==> src/rtl/mips_bus_arbiter.sv <==
// Two-master, one-slave arbiter for the CPU's Avalon-style RAM port.
// m0 = instruction fetch (read-only), m1 = load/store. Grant is held until the transfer completes.
module mips_bus_arbiter #(
  parameter int ADDR_W         = 32,
  parameter int DATA_W         = 32,
  parameter int FIXED_PRIORITY = 0
) (
  input  logic                clk,
  input  logic                reset,
  input  logic [ADDR_W-1:0]   m0_address,
  input  logic                m0_read,
  output logic                m0_waitrequest,
  output logic [DATA_W-1:0]   m0_readdata,
  input  logic [ADDR_W-1:0]   m1_address,
  input  logic                m1_read,
  input  logic                m1_write,
  input  logic [DATA_W-1:0]   m1_writedata,
  input  logic [DATA_W/8-1:0] m1_byteenable,
  output logic                m1_waitrequest,
  output logic [DATA_W-1:0]   m1_readdata,
  output logic [ADDR_W-1:0]   s_address,
  output logic                s_read,
  output logic                s_write,
  output logic [DATA_W-1:0]   s_writedata,
  output logic [DATA_W/8-1:0] s_byteenable,
  input  logic                s_waitrequest,
  input  logic [DATA_W-1:0]   s_readdata
);

  typedef enum logic [1:0] {IDLE, OWN_M0, OWN_M1} owner_t;

  owner_t owner, owner_nxt;
  logic   last, last_nxt;   // master that completed most recently: 0 = m0, 1 = m1
  logic   req0, req1;
  logic   gnt0, gnt1;

  assign req0 = m0_read;
  assign req1 = m1_read | m1_write;

  always_ff @(posedge clk or posedge reset) begin
    if (reset) begin
      owner <= IDLE;
      last  <= 1'b1;
    end else begin
      owner <= owner_nxt;
      last  <= last_nxt;
    end
  end

  // Grant and next state. In IDLE the winner is picked in the same cycle so an
  // uncontended request reaches the RAM with no added latency.
  always_comb begin
    gnt0      = 1'b0;
    gnt1      = 1'b0;
    owner_nxt = owner;
    last_nxt  = last;
    case (owner)
      OWN_M0: gnt0 = 1'b1;
      OWN_M1: gnt1 = 1'b1;
      default: begin
        if (req0 && req1) begin
          if ((FIXED_PRIORITY != 0) || !last) gnt1 = 1'b1;
          else                                gnt0 = 1'b1;
        end else begin
          gnt0 = req0;
          gnt1 = req1;
        end
      end
    endcase

    // A dropped strobe while owning is an abort: release without updating last.
    if (gnt0) begin
      if (!req0) begin
        owner_nxt = IDLE;
      end else if (!s_waitrequest) begin
        owner_nxt = IDLE;
        last_nxt  = 1'b0;
      end else begin
        owner_nxt = OWN_M0;
      end
    end else if (gnt1) begin
      if (!req1) begin
        owner_nxt = IDLE;
      end else if (!s_waitrequest) begin
        owner_nxt = IDLE;
        last_nxt  = 1'b1;
      end else begin
        owner_nxt = OWN_M1;
      end
    end
  end

  // Slave-side mux; reset forces the bus quiet combinationally.
  always_comb begin
    s_address      = '0;
    s_read         = 1'b0;
    s_write        = 1'b0;
    s_writedata    = '0;
    s_byteenable   = '0;
    m0_waitrequest = 1'b1;
    m1_waitrequest = 1'b1;
    if (!reset) begin
      if (gnt0) begin
        s_address      = m0_address;
        s_read         = m0_read;
        s_byteenable   = '1;
        m0_waitrequest = s_waitrequest;
      end else if (gnt1) begin
        s_address      = m1_address;
        s_read         = m1_read;
        s_write        = m1_write;
        s_writedata    = m1_writedata;
        s_byteenable   = m1_byteenable;
        m1_waitrequest = s_waitrequest;
      end
    end
  end

  assign m0_readdata = s_readdata;
  assign m1_readdata = s_readdata;

endmodule

==> config.mk <==
export PLATFORM = sky130hd
export DESIGN_NAME = mips_bus_arbiter
export DESIGN_NICKNAME = d
export VERILOG_FILES = /design/src/rtl/mips_bus_arbiter.sv
export SDC_FILE = /design/constraint.sdc
export NUM_CORES = 1
export LEC_CHECK = 0
export CORE_ASPECT_RATIO = 0.5
export CORE_MARGIN = 5
export CORE_UTILIZATION = 20
export DETAILED_ROUTE_END_ITERATION = 7
export PLACE_DENSITY = 0.85
export SYNTH_ARGS = -nofsm -noshare
export SYNTH_HDL_FRONTEND = slang
export SYNTH_SLANG_ARGS = --single-unit
==> constraint.sdc <==
create_clock -name clk -period 1.89 [get_ports clk]
set_input_delay 0.2835 -clock clk [delete_from_list [all_inputs] [get_ports clk]]
set_output_delay 0.2835 -clock clk [all_outputs]
set_load 0.01 [all_outputs]
# Yosys cells after proc, flatten, opt, wreduce, memory -nomap -nowiden
# Index checks and enable logic that the tools add are counted.
classes:
  n_eq_ne: 5
  mux: 38
  bitwise: 1
  n_reduce_logical: 4
ops:
  columns: ["operator", "count"]
  rows:
  - ["$mux 32", 6]
  - ["$mux 1", 23]
  - ["$mux 4", 3]
  - ["$mux 2", 4]
  - ["$ne 2x2->1 const B", 3]
  - ["$reduce_and 5->1", 1]
  - ["$pmux 1 s2", 2]
  - ["$reduce_bool 2->1", 2]
  - ["$eq 2x1->1 const B", 1]
  - ["$eq 2x2->1 const B", 1]
  - ["$logic_and 1x1->1", 1]
  - ["$or 1x1->1", 1]
totals:
  ff_bits: 3
  out_inout_bits: 136

# Longest topological paths before layout
logic_depth:
  depth_word: 7
  depth_mapped: 9
  ltp_nobuf: 6

# Least setup slack after synthesis
# No wires, ideal clock.
synth_timing:
  path_kind: "register -> output"
  startpoint: "register owner[0]"
  endpoint: "output s_address[10]"
  arrival_ps: 1698
  t_required_ps: 1607
  setup_slack_ps: -92
  path_stages_with_launch: 10
  path_buffers: 3
  cell_sequence: "dfrtp_1 > inv_1 > ha_1 > buf_4 > nor2_1 > a21oi_1 > buf_2 > buf_4 > nand3_1 > a21oi_1"
synth_between:
  elab_chain_len: 5
synth_rtl:
  columns: ["item", "line_no", "rtl"]
  rows:
  - ["start: declaration", "32", "owner_t owner, owner_nxt;"]
  - ["start signal: assignment", "45", "owner <= owner_nxt;"]
  - ["$eq 2x2->1 / $eq 2x1->1 (equally long branches)", "57", "case (owner)"]
  - ["$pmux 1 s2", "57", null]
  - ["$mux 32", "108", "end else if (gnt1) begin"]
  - ["$mux 32 *", "103", "if (gnt0) begin"]
  - ["$mux 32 *", "102", "if (!reset) begin"]
  - ["end: declaration", "21", "output logic [ADDR_W-1:0] s_address,"]
# Every way passes the cells marked *; elsewhere a longest branch is shown, timed or not.

# Worst setup path in the final report
layout_timing:
  startpoint: "register owner[1]"
  endpoint: "output s_writedata[31]"
layout_between:
  elab_chain_len: 5
layout_rtl:
  columns: ["item", "line_no", "rtl"]
  rows:
  - ["$eq 2x2->1 / $eq 2x1->1 (equally long branches)", "57", null]
  - ["$pmux 1 s2", "57", null]
  - ["$mux 32", "108", null]
  - ["$mux 32 *", "103", null]
  - ["$mux 32 *", "102", null]
  - ["end: declaration", "24", "output logic [DATA_W-1:0] s_writedata,"]
# Marks and branches as above.

==> results_dict.tcl <==
set metrics [dict create \
    status "finished with violations" \
    violations "negative setup slack" \
    critPathCaptureType "primary output" \
    yosys.area.top_type "buf_4" \
    grtUsageMet1 0.180 \
    grt.busiest_layer "met2" \
    diodes 0 \
    p_leak_nw 1.85 \
    globalRouteMet2Util 0.275 \
    synth_top_family_by_area "simple AND/OR/NAND/NOR gates" \
    postSynthCellCount 261 \
    coreArea_um2 8060 \
    final_max_slew_viol_count 0 \
    fin_hold_ws_ns 0.0690 \
    syn_nets 402 \
    die-area_um2 10400 \
    max_freq_mhz 451 \
    finalHoldViolations 0 \
    die_w_um 139 \
    slowest_stage "dfrtp_1" \
    path_common_cell "buf_12" \
    start_util 0.207 \
    synth-adder-area-share 0.0225 \
    slew_headroom 0.782 \
    ir_worst_vdd_uv 477 \
    power_switching_share 0.419 \
    cts_root_buf "clkbuf_16" \
    netlist_top_cells_area "buf_4 31%, a21oi_1 12%, nand3_1 10%" \
    critPathMaxStageDelay_ns 0.40 \
    die-height_um 74.6 \
    crit_required_ns 1.61 \
    synth-seq-cells 3 \
    synthXorXnorAreaFrac 0 \
    clk_pin_slew_worst_paths_ns 0.03 \
    muxShareOfSynthArea 0.0135 \
    syn_to_final_growth_pct 147 \
    power_mw 5.37 \
    final_core_utilization 0.511 \
    drive_gt1_frac 0.609 \
    clock_path_buffers 2 \
    pwr-share-comb 0.916 \
    gp_congestion 0.756 \
    synth-compound-area-share 0.160 \
    drtPass1Iterations 5 \
    grt_max_degree 39 \
    yosys.area_share.simple 0.381 \
    mostFrequentLayoutCell "clkdlybuf4s50_1" \
    yosysTopAreaCellShare 0.306 \
    rsz0062_at_grt "true" \
    numPortBuffers 177 \
    critPathLaunchType "register" \
    stdcell_area_um2 4110 \
    first_iter_violations 93 \
    final_cell_mix "101 x clkdlybuf4s50_1, 39 x buf_2, 39 x buf_6, 33 x a21oi_2, 32 x and2_4" \
    path_class "register to primary output" \
    cts_tree "done" \
    grt_util_met3 0.0533 \
    cp_data_arrival_time_ns 1.94 \
    grt_pass1_wl_um 12600 \
    reg2regPathDepth 8 \
    cp_cell_sequence "ha_4 -> nand2_4 -> o21a_4 -> and3_4 -> buf_12 -> buf_12 -> and2_4 -> buf_6" \
    place_area_um2 3350 \
    crit_fanout 5 \
    synth.distinct_cells 29 \
    maxCapViolations 0 \
    pre_cts_ws_ns -0.746 \
    grt_pass1_vias 2259 \
    ant_nets 0 \
    fin_crit_sh 1.17 \
    nNetsFinal 551 \
    setup_viol 74 \
    num-fill-cells 716 \
    syn_area_um2 1670 \
    yosysWarnings 0 \
    vias_per_cell 4.39 \
    io_pins 274 \
    cts_buffers 3 \
    clkPwrFrac 0.063 \
    core.rowCount 23 \
    avgSynthCellArea_um2 6.39 \
    p_switching_mw 2.25 \
    hold_path_class "primary input to async pin" \
    power_density_nw_per_um2 1300 \
    vias 2288 \
    htreeDepth 1 \
    drc 0 \
    regToRegSetupSlack_ns -0.02 \
    cts.sinks 3 \
    clock_skew_ns 0.00249 \
    seqPwrFrac 0.022 \
    clk_latency_ns 0.22 \
    drt_wl_total_um 9410 \
    routedWlPerCell_um 18.1 \
    internal-power_mw 3.12 \
    timing.final.ws_setup_ns -0.329 \
    worst_pin_slew_ns 0.327 \
    place_hpwl_um 6160 \
    track_usage 0.155 \
    overflow 0 \
    antenna_found_initial 0 \
    yosysSeqAreaShare 0.0458 \
    period_minus_slack_ns 2.22 \
]
-- worst max-delay path: cells and delay by family, from the launching register on --
family,cells,cell delay [ns]
flops,1,0.40
compound gates,1,0.20
buf+inv,3,0.37
fa+ha+maj,1,0.31
simple gates,3,0.41
-- flip-flops by register name, summed over array words and instances, names as in the netlist --
signal  cells
last        1
owner       2
-- final timing paths --
kind	start	to
min in group clk	s_readdata[14]	m0_readdata[14]
worst max-delay path	owner[1]$_DFFE_PP0P_	s_writedata[31]
max in group asynchronous	reset	last$_DFFE_PP1P_
worst min-delay path	reset	owner[0]$_DFFE_PP0P_
worst max register to register	owner[1]$_DFFE_PP0P_	owner[1]$_DFFE_PP0P_
worst min register to register	last$_DFFE_PP1P_	last$_DFFE_PP1P_
-- cells by family after synthesis --
group,after synthesis
AND/OR/NAND/NOR,116
buffers and inverters,89
AO/OA/AOI/OAI,48
adder cells (fa/ha/maj),3
flip-flops,3
multiplexers,2
-- layer usage --
| metal | share of wire | vias up |
|---|---|---|
| li1 | - | 1094 |
| met1 | 0.39 | 1052 |
| met2 | 0.51 | 120 |
| met3 | 0.083 | 22 |
| met4 | 0.020 | 0 |
| met5 | 0 | - |
-- power by group through the flow --
stage               Clock [mW]  Sequential [mW]  Combinational (mW)
detailed placement           0            0.111                3.25
finish                   0.336            0.117                4.91
floorplan                    0            0.108                1.90
global placement             0            0.110                3.21
CTS                      0.337            0.117                4.50
global route             0.341            0.119                5.20
-- what timing repair did --
item / CTS / global route
resized for setup: 404 / 20
pin swaps: 31 / 10
hold buffers: 0 / 0
endpoints found under the setup margin: 72 / 74
cloned: 8 / 5
setup buffers: 16 / 2
-- layout make-up --
class / instances / area [um2] / share of cell area
clock buffer: 4 / 78.8 / 0.0192
timing repair buffer: 227 / 2350 / 0.572
inverter: 6 / 22.5 / 0.00547
multi-input combinational: 169 / 1440 / 0.351
tap: 112 / 140 / 0.0341
sequential: 3 / 76.3 / 0.0186
-- synthesized netlist by cell type (all sizes together) --
cell type	n
or3	1
nand3	34
dfrtp	2
o21ai	3
a21oi	39
nor3	2
nor2	4
nand2b	1
buf	79
and3	2
dfstp	1
clkbuf	4
mux2	2
o41ai	1
a2bb2oi	1
o221ai	1
nand2	39
o21ba	1
o21a	1
inv	6
ha	3
and2	33
o2bb2ai	1
-- per-stage QoR --
| step | instances | TNS (ns) |
|---|---|---|
| after floorplan | 261 | -0.856 |
| after global placement | 488 | -47.93 |
| after detailed placement | 488 | -50.06 |
| after CTS | 516 | -19.92 |
| after global routing | 521 | -25.86 |
| final | 521 | -21.40 |
Power figures use the tool's default switching activity.
